[src/rtl/logicnets_dump_pkg.sv]
// logicnets_dump_pkg: shared FSM states, counter-width helper and elaboration check for the LUT table dumper
`define LOGICNETS_DUMP_CHECK(name, cond, msg) if (!(cond)) begin : name $error(msg); end
package logicnets_dump_pkg;
  localparam logic [1:0] IDLE = 2'd0;
  localparam logic [1:0] FILL = 2'd1;
  localparam logic [1:0] SEND = 2'd2;
  function automatic int cnt_w(input int n);
    return n > 1 ? $clog2(n) : 1;
  endfunction
endpackage

[src/rtl/lut_table_dumper.sv]
// lut_table_dumper: sweeps every input code of a LUT neuron and streams its packed truth table
module lut_table_dumper
  import logicnets_dump_pkg::*;
#(
  parameter int IN_BITS  = 8,
  parameter int OUT_BITS = 1,
  parameter int WORD_W   = 32
) (
  input  logic                clk,
  input  logic                rst_n,
  input  logic                start,
  output logic                busy,
  output logic                done,
  output logic [IN_BITS-1:0]  lut_addr,
  input  logic [OUT_BITS-1:0] lut_data,
  output logic [WORD_W-1:0]   out_data,
  output logic                out_valid,
  input  logic                out_ready,
  output logic                out_last
);
  localparam int EPW    = WORD_W / OUT_BITS;
  localparam int NWORDS = (2 ** IN_BITS) * OUT_BITS / WORD_W;
  localparam int SW     = cnt_w(EPW);
  localparam int CW     = cnt_w(NWORDS);
  `LOGICNETS_DUMP_CHECK(g_word_div, WORD_W % OUT_BITS == 0, "WORD_W must be a multiple of OUT_BITS")
  `LOGICNETS_DUMP_CHECK(g_table_div, ((2 ** IN_BITS) * OUT_BITS) % WORD_W == 0, "table size must be a multiple of WORD_W")
  logic [1:0]        state;
  logic [WORD_W-1:0] acc, acc_next;
  logic [SW-1:0]     slot;
  logic [CW-1:0]     word_cnt;
  logic              slot_end, hs;
  always_comb begin
    acc_next = acc;
    acc_next[slot * OUT_BITS +: OUT_BITS] = lut_data;
  end
  assign slot_end = slot == SW'(EPW - 1);
  assign hs       = out_valid && out_ready;
  assign busy     = state != IDLE;
  always_ff @(posedge clk or negedge rst_n) begin
    if (!rst_n) begin
      state     <= IDLE;
      lut_addr  <= '0;
      acc       <= '0;
      slot      <= '0;
      word_cnt  <= '0;
      out_data  <= '0;
      out_valid <= 1'b0;
      out_last  <= 1'b0;
      done      <= 1'b0;
    end else begin
      done <= 1'b0;
      case (state)
        IDLE: if (start) begin
          state    <= FILL;
          lut_addr <= '0;
          slot     <= '0;
          word_cnt <= '0;
        end
        FILL: begin
          acc      <= acc_next;
          lut_addr <= lut_addr + IN_BITS'(1);
          slot     <= slot_end ? '0 : slot + SW'(1);
          if (slot_end) begin
            out_data  <= acc_next;
            out_valid <= 1'b1;
            out_last  <= word_cnt == CW'(NWORDS - 1);
            state     <= SEND;
          end
        end
        SEND: if (hs) begin
          out_valid <= 1'b0;
          slot      <= '0;
          done      <= out_last;
          state     <= out_last ? IDLE : FILL;
          word_cnt  <= out_last ? word_cnt : word_cnt + CW'(1);
        end
        default: state <= IDLE;
      endcase
    end
  end
endmodule

[config.mk]
export PLATFORM = sky130hd
export DESIGN_NAME = lut_table_dumper
export DESIGN_NICKNAME = d
export VERILOG_FILES = /design/src/rtl/logicnets_dump_pkg.sv /design/src/rtl/lut_table_dumper.sv
export SDC_FILE = /design/constraint.sdc
export NUM_CORES = 1
export LEC_CHECK = 0
export ABC_CLOCK_PERIOD_IN_PS = 3200
export CAP_MARGIN = 5
export CELL_PAD_IN_SITES_DETAIL_PLACEMENT = 1
export CELL_PAD_IN_SITES_GLOBAL_PLACEMENT = 1
export CORE_MARGIN = 5
export CORE_UTILIZATION = 44
export CTS_CLUSTER_SIZE = 28
export DETAILED_ROUTE_END_ITERATION = 7
export PLACE_DENSITY_LB_ADDON = 0.08
export SYNTH_ARGS = -nofsm -noshare
export SYNTH_HDL_FRONTEND = slang
export SYNTH_SLANG_ARGS = --single-unit
export TNS_END_PERCENT = 100
[constraint.sdc]
create_clock -name clk -period 3.2 [get_ports clk]
set_input_delay 0.32 -clock clk [delete_from_list [all_inputs] [get_ports clk]]
set_output_delay 0.32 -clock clk [all_outputs]
set_load 0.05 [all_outputs]
# Yosys cells after proc, flatten, opt, wreduce, memory -nomap -nowiden
# Index checks and enable logic that the tools add are counted.
[word_totals] memories=0 regBits=85 romBits=0 out_inout_bits=44 ramBits=0 wordCells=57 latchBits=0 in_bits=5
[op_classes] muxes=21 shifts=2 div=0 multipliers=0 n_reduce_logical=13 eq_ne=8 magnitude_cmp=0 addsub=4 bitwise_logic=0
[ops] operator="$neg A5 Y34" count=1
[ops] operator="$shift A1 B34 Y32 const A" count=1
[ops] operator="$shiftx A1 B34 Y32" count=1
[ops] operator="$bwmux W32" count=1
[ops] operator="$pmux W8 S2" count=1
[ops] operator="$mux W5" count=3
[ops] operator="$pmux W5 S3" count=1
[ops] operator="$mux W3" count=3
[ops] operator="$reduce_and A3 Y1" count=3
[ops] operator="$add A8 B1 Y8 const B" count=1
[ops] operator="$mux W8" count=1
[ops] operator="$ne A2 B2 Y1 const B" count=4
[ops] operator="$reduce_bool A2 Y1" count=4
[ops] operator="$mux W2" count=3
[ops] operator="$pmux W2 S3" count=1
[ops] operator="$pmux W3 S2" count=1
[ops] operator="$add A5 B1 Y5 const B" count=1
[ops] operator="$eq A5 B5 Y1 const B" count=1
[ops] operator="$mux W1" count=5
[ops] operator="$reduce_and A2 Y1" count=2
[ops] operator="$reduce_and A4 Y1" count=1
[ops] operator="$add A3 B1 Y3 const B" count=1
[ops] operator="$eq A3 B3 Y1 const B" count=1
[ops] operator="$reduce_bool A3 Y1" count=1
[ops] operator="other kinds (5)" count=5

# Depth between registers and ports, before layout
[depth] word_depth=4 ltp_mapped=12 ltp_nobuf=8

# Least setup slack after synthesis
# OpenSTA, ideal clock, no wires.
[synth_path] path_kind="register to register" from="register slot[0]" to="register acc[21]" stages_incl_launch_ff=12 path_buffers=4 arrival_ps=2797 period_less_slack_ps=2922 required_ps=3075 path_slack_ps=278 setup_time_ps=125 path_cell_list="dfrtp_1 buf_2 clkbuf_1 inv_1 ha_1 nor3b_1 ha_1 clkbuf_1 or3_1 buf_2 nor3_1 mux2_2"
[synth_via] elab_chain_cells=3 elab_cells_between_ends=4 cone_classes="add/sub: 1; shift: 2; mux: 1"
[synth_lines] item="start, declared" line_no="lut_table_dumper.sv:29" rtl="logic [SW-1:0] slot;"
[synth_lines] item="start signal, assigned" line_no="lut_table_dumper.sv:62" rtl="slot <= slot_end ? '0 : slot + SW'(1);"
[synth_lines] item="$neg A5 Y34 *" line_no="lut_table_dumper.sv:34" rtl="acc_next[slot * OUT_BITS +: OUT_BITS] = lut_data;"
[synth_lines] item="$shiftx A1 B34 Y32 / $shift A1 B34 Y32 (equally long branches)" line_no="lut_table_dumper.sv:34"
[synth_lines] item="$bwmux W32 *" line_no="lut_table_dumper.sv:34"
[synth_lines] item="end signal, assigned" line_no="lut_table_dumper.sv:60" rtl="acc <= acc_next;"
[synth_lines] item="end, declared" line_no="lut_table_dumper.sv:28" rtl="logic [WORD_W-1:0] acc, acc_next;"
# Every way passes the cells marked *; elsewhere a longest branch is shown, timed or not.
# A chain may end at the register's enable or synchronous reset.

# Worst setup path after layout
[layout_path] from="register slot[1]" to="register acc[21]"
# The elaborated chain is that of the path after synthesis.

==> flow_metrics.py <==
metrics = {
    "status": {
        "status": "finished clean",
    },
    "setup_path": {
        "start_kind": "register",
        "critPathMaxFanout": 18,
        "worstSetupPathType": "reg -> reg",
        "crit_slowest_cell": "or3_1",
        "critPathTopFamily": "simple AND/OR/NAND/NOR gates",
        "critical_path_depth": 7,
        "path_cells": "inv_1, ha_1, nor3b_1, ha_1, or3_1, nor3_1, mux2_2",
        "path_buf_inv": 1,
        "crit_top_cell": "ha_1",
        "crit_start": "slot[1]",
        "slowest_delay_ns": 0.60,
        "cp.arrival_ns": 3.22,
        "r2r_start": "slot[1]",
        "end_kind": "register",
        "r2r_slack_ns": 0.23,
        "crit_required_ns": 3.45,
        "reg2reg_depth": 7,
    },
    "synth": {
        "ys_seq_area_frac": 0.482,
        "yosysTopAreaCellShare": 0.482,
        "yosysTopAreaCell": "dfrtp_1",
        "synthTopCellsByArea": "dfrtp_1 (48%), mux2_2 (7.9%), nand2_1 (4.9%)",
        "synth_nets": 470,
        "synthesis.area_um2": 4410,
        "synthXorXnorAreaFrac": 0.00199,
        "synth_adder_area_share": 0.0199,
        "synth_compound_gate_area_share": 0.136,
        "synth.area.mux_share": 0.109,
        "syn-instance-count": 458,
        "ys_ff_latch": 85,
        "synth_top_family_by_area": "simple AND/OR/NAND/NOR gates",
        "ys_dominant_reg_cell": "dfrtp_1",
        "yosys_warnings": 0,
        "synth-edff-count": 0,
        "async_flop_share": 1.00,
        "yosysUniqueCellTypes": 48,
        "synth-simple-area-share": 0.219,
        "syn-mean-instance-area_um2": 9.63,
    },
    "timing": {
        "rsz0062_at_grt": "false",
        "clock.fmax_mhz": 337,
        "finalCritPeriodShare": 0.928,
        "hold_ws_ns": 0.486,
        "setup_violations": 0,
        "drv_slew": 0,
        "worstMarginPinSlew_ns": 0.957,
        "tns_ns": 0,
        "maxSlewHeadroom": 0.360,
        "fin_crit_ns": 2.97,
        "finClkSkew_ns": 0.00638,
        "final_hold_viol_count": 0,
    },
    "power": {
        "p_clk_frac": 0.136,
        "sw_frac_of_total": 0.500,
        "p_int_mw": 3.12,
        "combPwrFrac": 0.573,
        "power.share.sequential": 0.291,
        "p_leak_nw": 2.34,
        "powerDensity_nw_per_um2": 1170,
        "p_sw_mw": 3.12,
        "peakVddDrop_mv": 0.634,
    },
    "floorplanning": {
        "io_pins": 49,
        "core_um2": 9770,
        "core.rowCount": 36,
        "die_h_um": 110,
        "fp.dieW_um": 110,
        "die_area_um2": 12100,
        "initial_core_util": 0.451,
    },
    "clock_tree": {
        "cts.clk_slew.worst_paths_ns": 0.09,
        "cts_made_buffers": 9,
        "clockRootBuffer": "clkbuf_8",
        "clk_latency_ns": 0.36,
        "cts_tree": "built",
        "cts-htree-levels": 3,
        "cts_max_path_buffers": 2,
        "postCtsSetupBuffers": 0,
        "cts_sinks": 85,
    },
    "min_path": {
        "worstHoldPathType": "reg -> reg",
        "hold_depth": 1,
        "worstHoldStart": "lut_addr[7]",
    },
    "layout": {
        "n_antenna_cell": 0,
        "multi_input_area_um2": 2140,
        "area_growth_pct": 20.7,
        "seqCellArea_um2": 2130,
        "nFillCells": 1112,
        "final_nets": 524,
        "final_layout_size_suffix_gt1_frac": 0.149,
        "final_cell_area_um2": 5320,
    },
    "global_routing": {
        "grt_antenna_before_repair": 0,
        "grt_pass1_wl_um": 21500,
        "track_usage": 0.231,
        "grt_overflow_total": 0,
        "grt_max_degree": 45,
        "grt_pass1_vias": 4109,
    },
    "placement": {
        "globalplace.congestion": 0.887,
        "port_buffers": 48,
        "placed_area_um2": 5100,
        "dpl.hpwl_um": 9210,
    },
    "detailed_routing": {
        "antenna_left": 0,
        "drcViolationCount": 0,
        "firstDrtPassIters": 4,
        "wl_per_cell_um": 19.5,
        "drtIter0Drc": 166,
        "wl_um": 12700,
        "vias_per_cell": 5.79,
        "via_count": 3758,
    },
    "flow_run": {
        "max_cap_violations": 0,
    },
}
[state kept, by name, indices dropped and copies added (netlist names)]
register   flops
acc           32
done           1
lut_addr       8
out_data      32
out_last       1
out_valid      1
slot           5
state          2
word_cnt       3
[per-stage QoR]
step / utilization / total power, mW / setup slack, ns / cells
finish: 0.544 / 6.24 / 0.232 / 649
CTS: 0.544 / 6.28 / 0.253 / 649
global route: 0.544 / 6.64 / 0.0383 / 649
detailed placement: 0.522 / 5.41 / 0.281 / 633
global placement: 0.522 / 5.31 / 0.452 / 633
floorplan: - / 4.15 / 0.278 / 458
[cell families (layout without fill, tap and decap cells)]
logic type	Yosys count	in the layout
simple gates	192	192
flops	85	85
buf+inv	34	92
mux	44	44
fa+ha+maj	7	7
compound gates	95	95
xor+xnor	1	1
[synth_stat cells, types with 2 or more instances]
| cell type | n |
|---|---|
| a31oi_1 | 17 |
| or3b_2 | 2 |
| clkbuf_1 | 20 |
| o41ai_1 | 3 |
| nor3_1 | 7 |
| nand4_1 | 12 |
| nor2b_1 | 8 |
| a21o_1 | 3 |
| nor3b_1 | 4 |
| inv_1 | 7 |
| and2_1 | 2 |
| o311ai_0 | 4 |
| ha_1 | 7 |
| or3_1 | 6 |
| and3_1 | 5 |
| mux2i_1 | 13 |
| nand2b_1 | 10 |
| nor3_2 | 4 |
| a21oi_1 | 11 |
| dfrtp_1 | 85 |
| nand3_1 | 24 |
| a22o_1 | 7 |
| nor4_1 | 3 |
| o31ai_1 | 2 |
| o211ai_1 | 3 |
| nand2_1 | 58 |
| a32oi_1 | 2 |
| o21ai_0 | 35 |
| buf_2 | 5 |
| mux2_2 | 31 |
| nor2_1 | 41 |
[what timing repair did]
| item | CTS | global route |
|---|---|---|
| resized for setup | 0 | 0 |
| hold buffers | 1 | 0 |
| hold endpoints to repair | 42 | 0 |
[worst reg2reg max path, cell delays in order, from the launching register on]
cell and delay, ns:
dfrtp_1 0.50, inv_1 0.10, ha_1 0.23, nor3b_1 0.29, ha_1 0.48, or3_1 0.60
nor3_1 0.28, mux2_2 0.37
[final cells by class]
| type | instances | area share |
|---|---|---|
| clock buffers | 11 | 0.0266 |
| repair buffers | 70 | 0.121 |
| multi-input cells | 339 | 0.403 |
| well taps | 133 | 0.0313 |
| inverters | 7 | 0.00494 |
| clock inverters | 4 | 0.0136 |
| flip-flops and latches | 85 | 0.400 |
[per-layer routing]
layer	share of wire	GRT usage	up-vias
li1	-	-	1760
met1	0.44	0.291	1895
met2	0.50	0.404	77
met3	0.036	0.0402	26
met4	0.024	0.0730	0
met5	0	0	-
[cell usage in the layout, fill, tap and decap left out, types with 8 or more instances in the layout]
| cell | count |
|---|---|
| dfrtp_1 | 85 |
| nand2_1 | 58 |
| clkdlybuf4s50_1 | 47 |
| nor2_1 | 40 |
| o21ai_0 | 35 |
| mux2_2 | 31 |
| nand3_1 | 24 |
| buf_4 | 22 |
| a31oi_1 | 17 |
| mux2i_1 | 13 |
| nand4_1 | 12 |
| a21oi_1 | 11 |
| nand2b_1 | 10 |
| clkbuf_8 | 10 |
| nor2b_1 | 8 |
[worst paths after layout]
| path | to |
|---|---|
| setup reg to reg | acc[21] |
| hold / removal | lut_addr[7] |
| max in group asynchronous | out_data[12] |
| setup / recovery | acc[21] |
| min in group asynchronous | out_data[24] |
| hold reg to reg | lut_addr[7] |
[power by group through the flow]
stage | Sequential, mW | Clock [mW] | Combinational [mW]
after global placement | 1.80 | 0 | 3.50
after CTS | 1.82 | 0.869 | 3.59
after detailed placement | 1.83 | 0 | 3.57
after floorplan | 2.53 | 0 | 1.62
after global routing | 1.88 | 0.914 | 3.85
final | 1.82 | 0.848 | 3.58
Note: power is estimated with default switching activity, not from simulation.
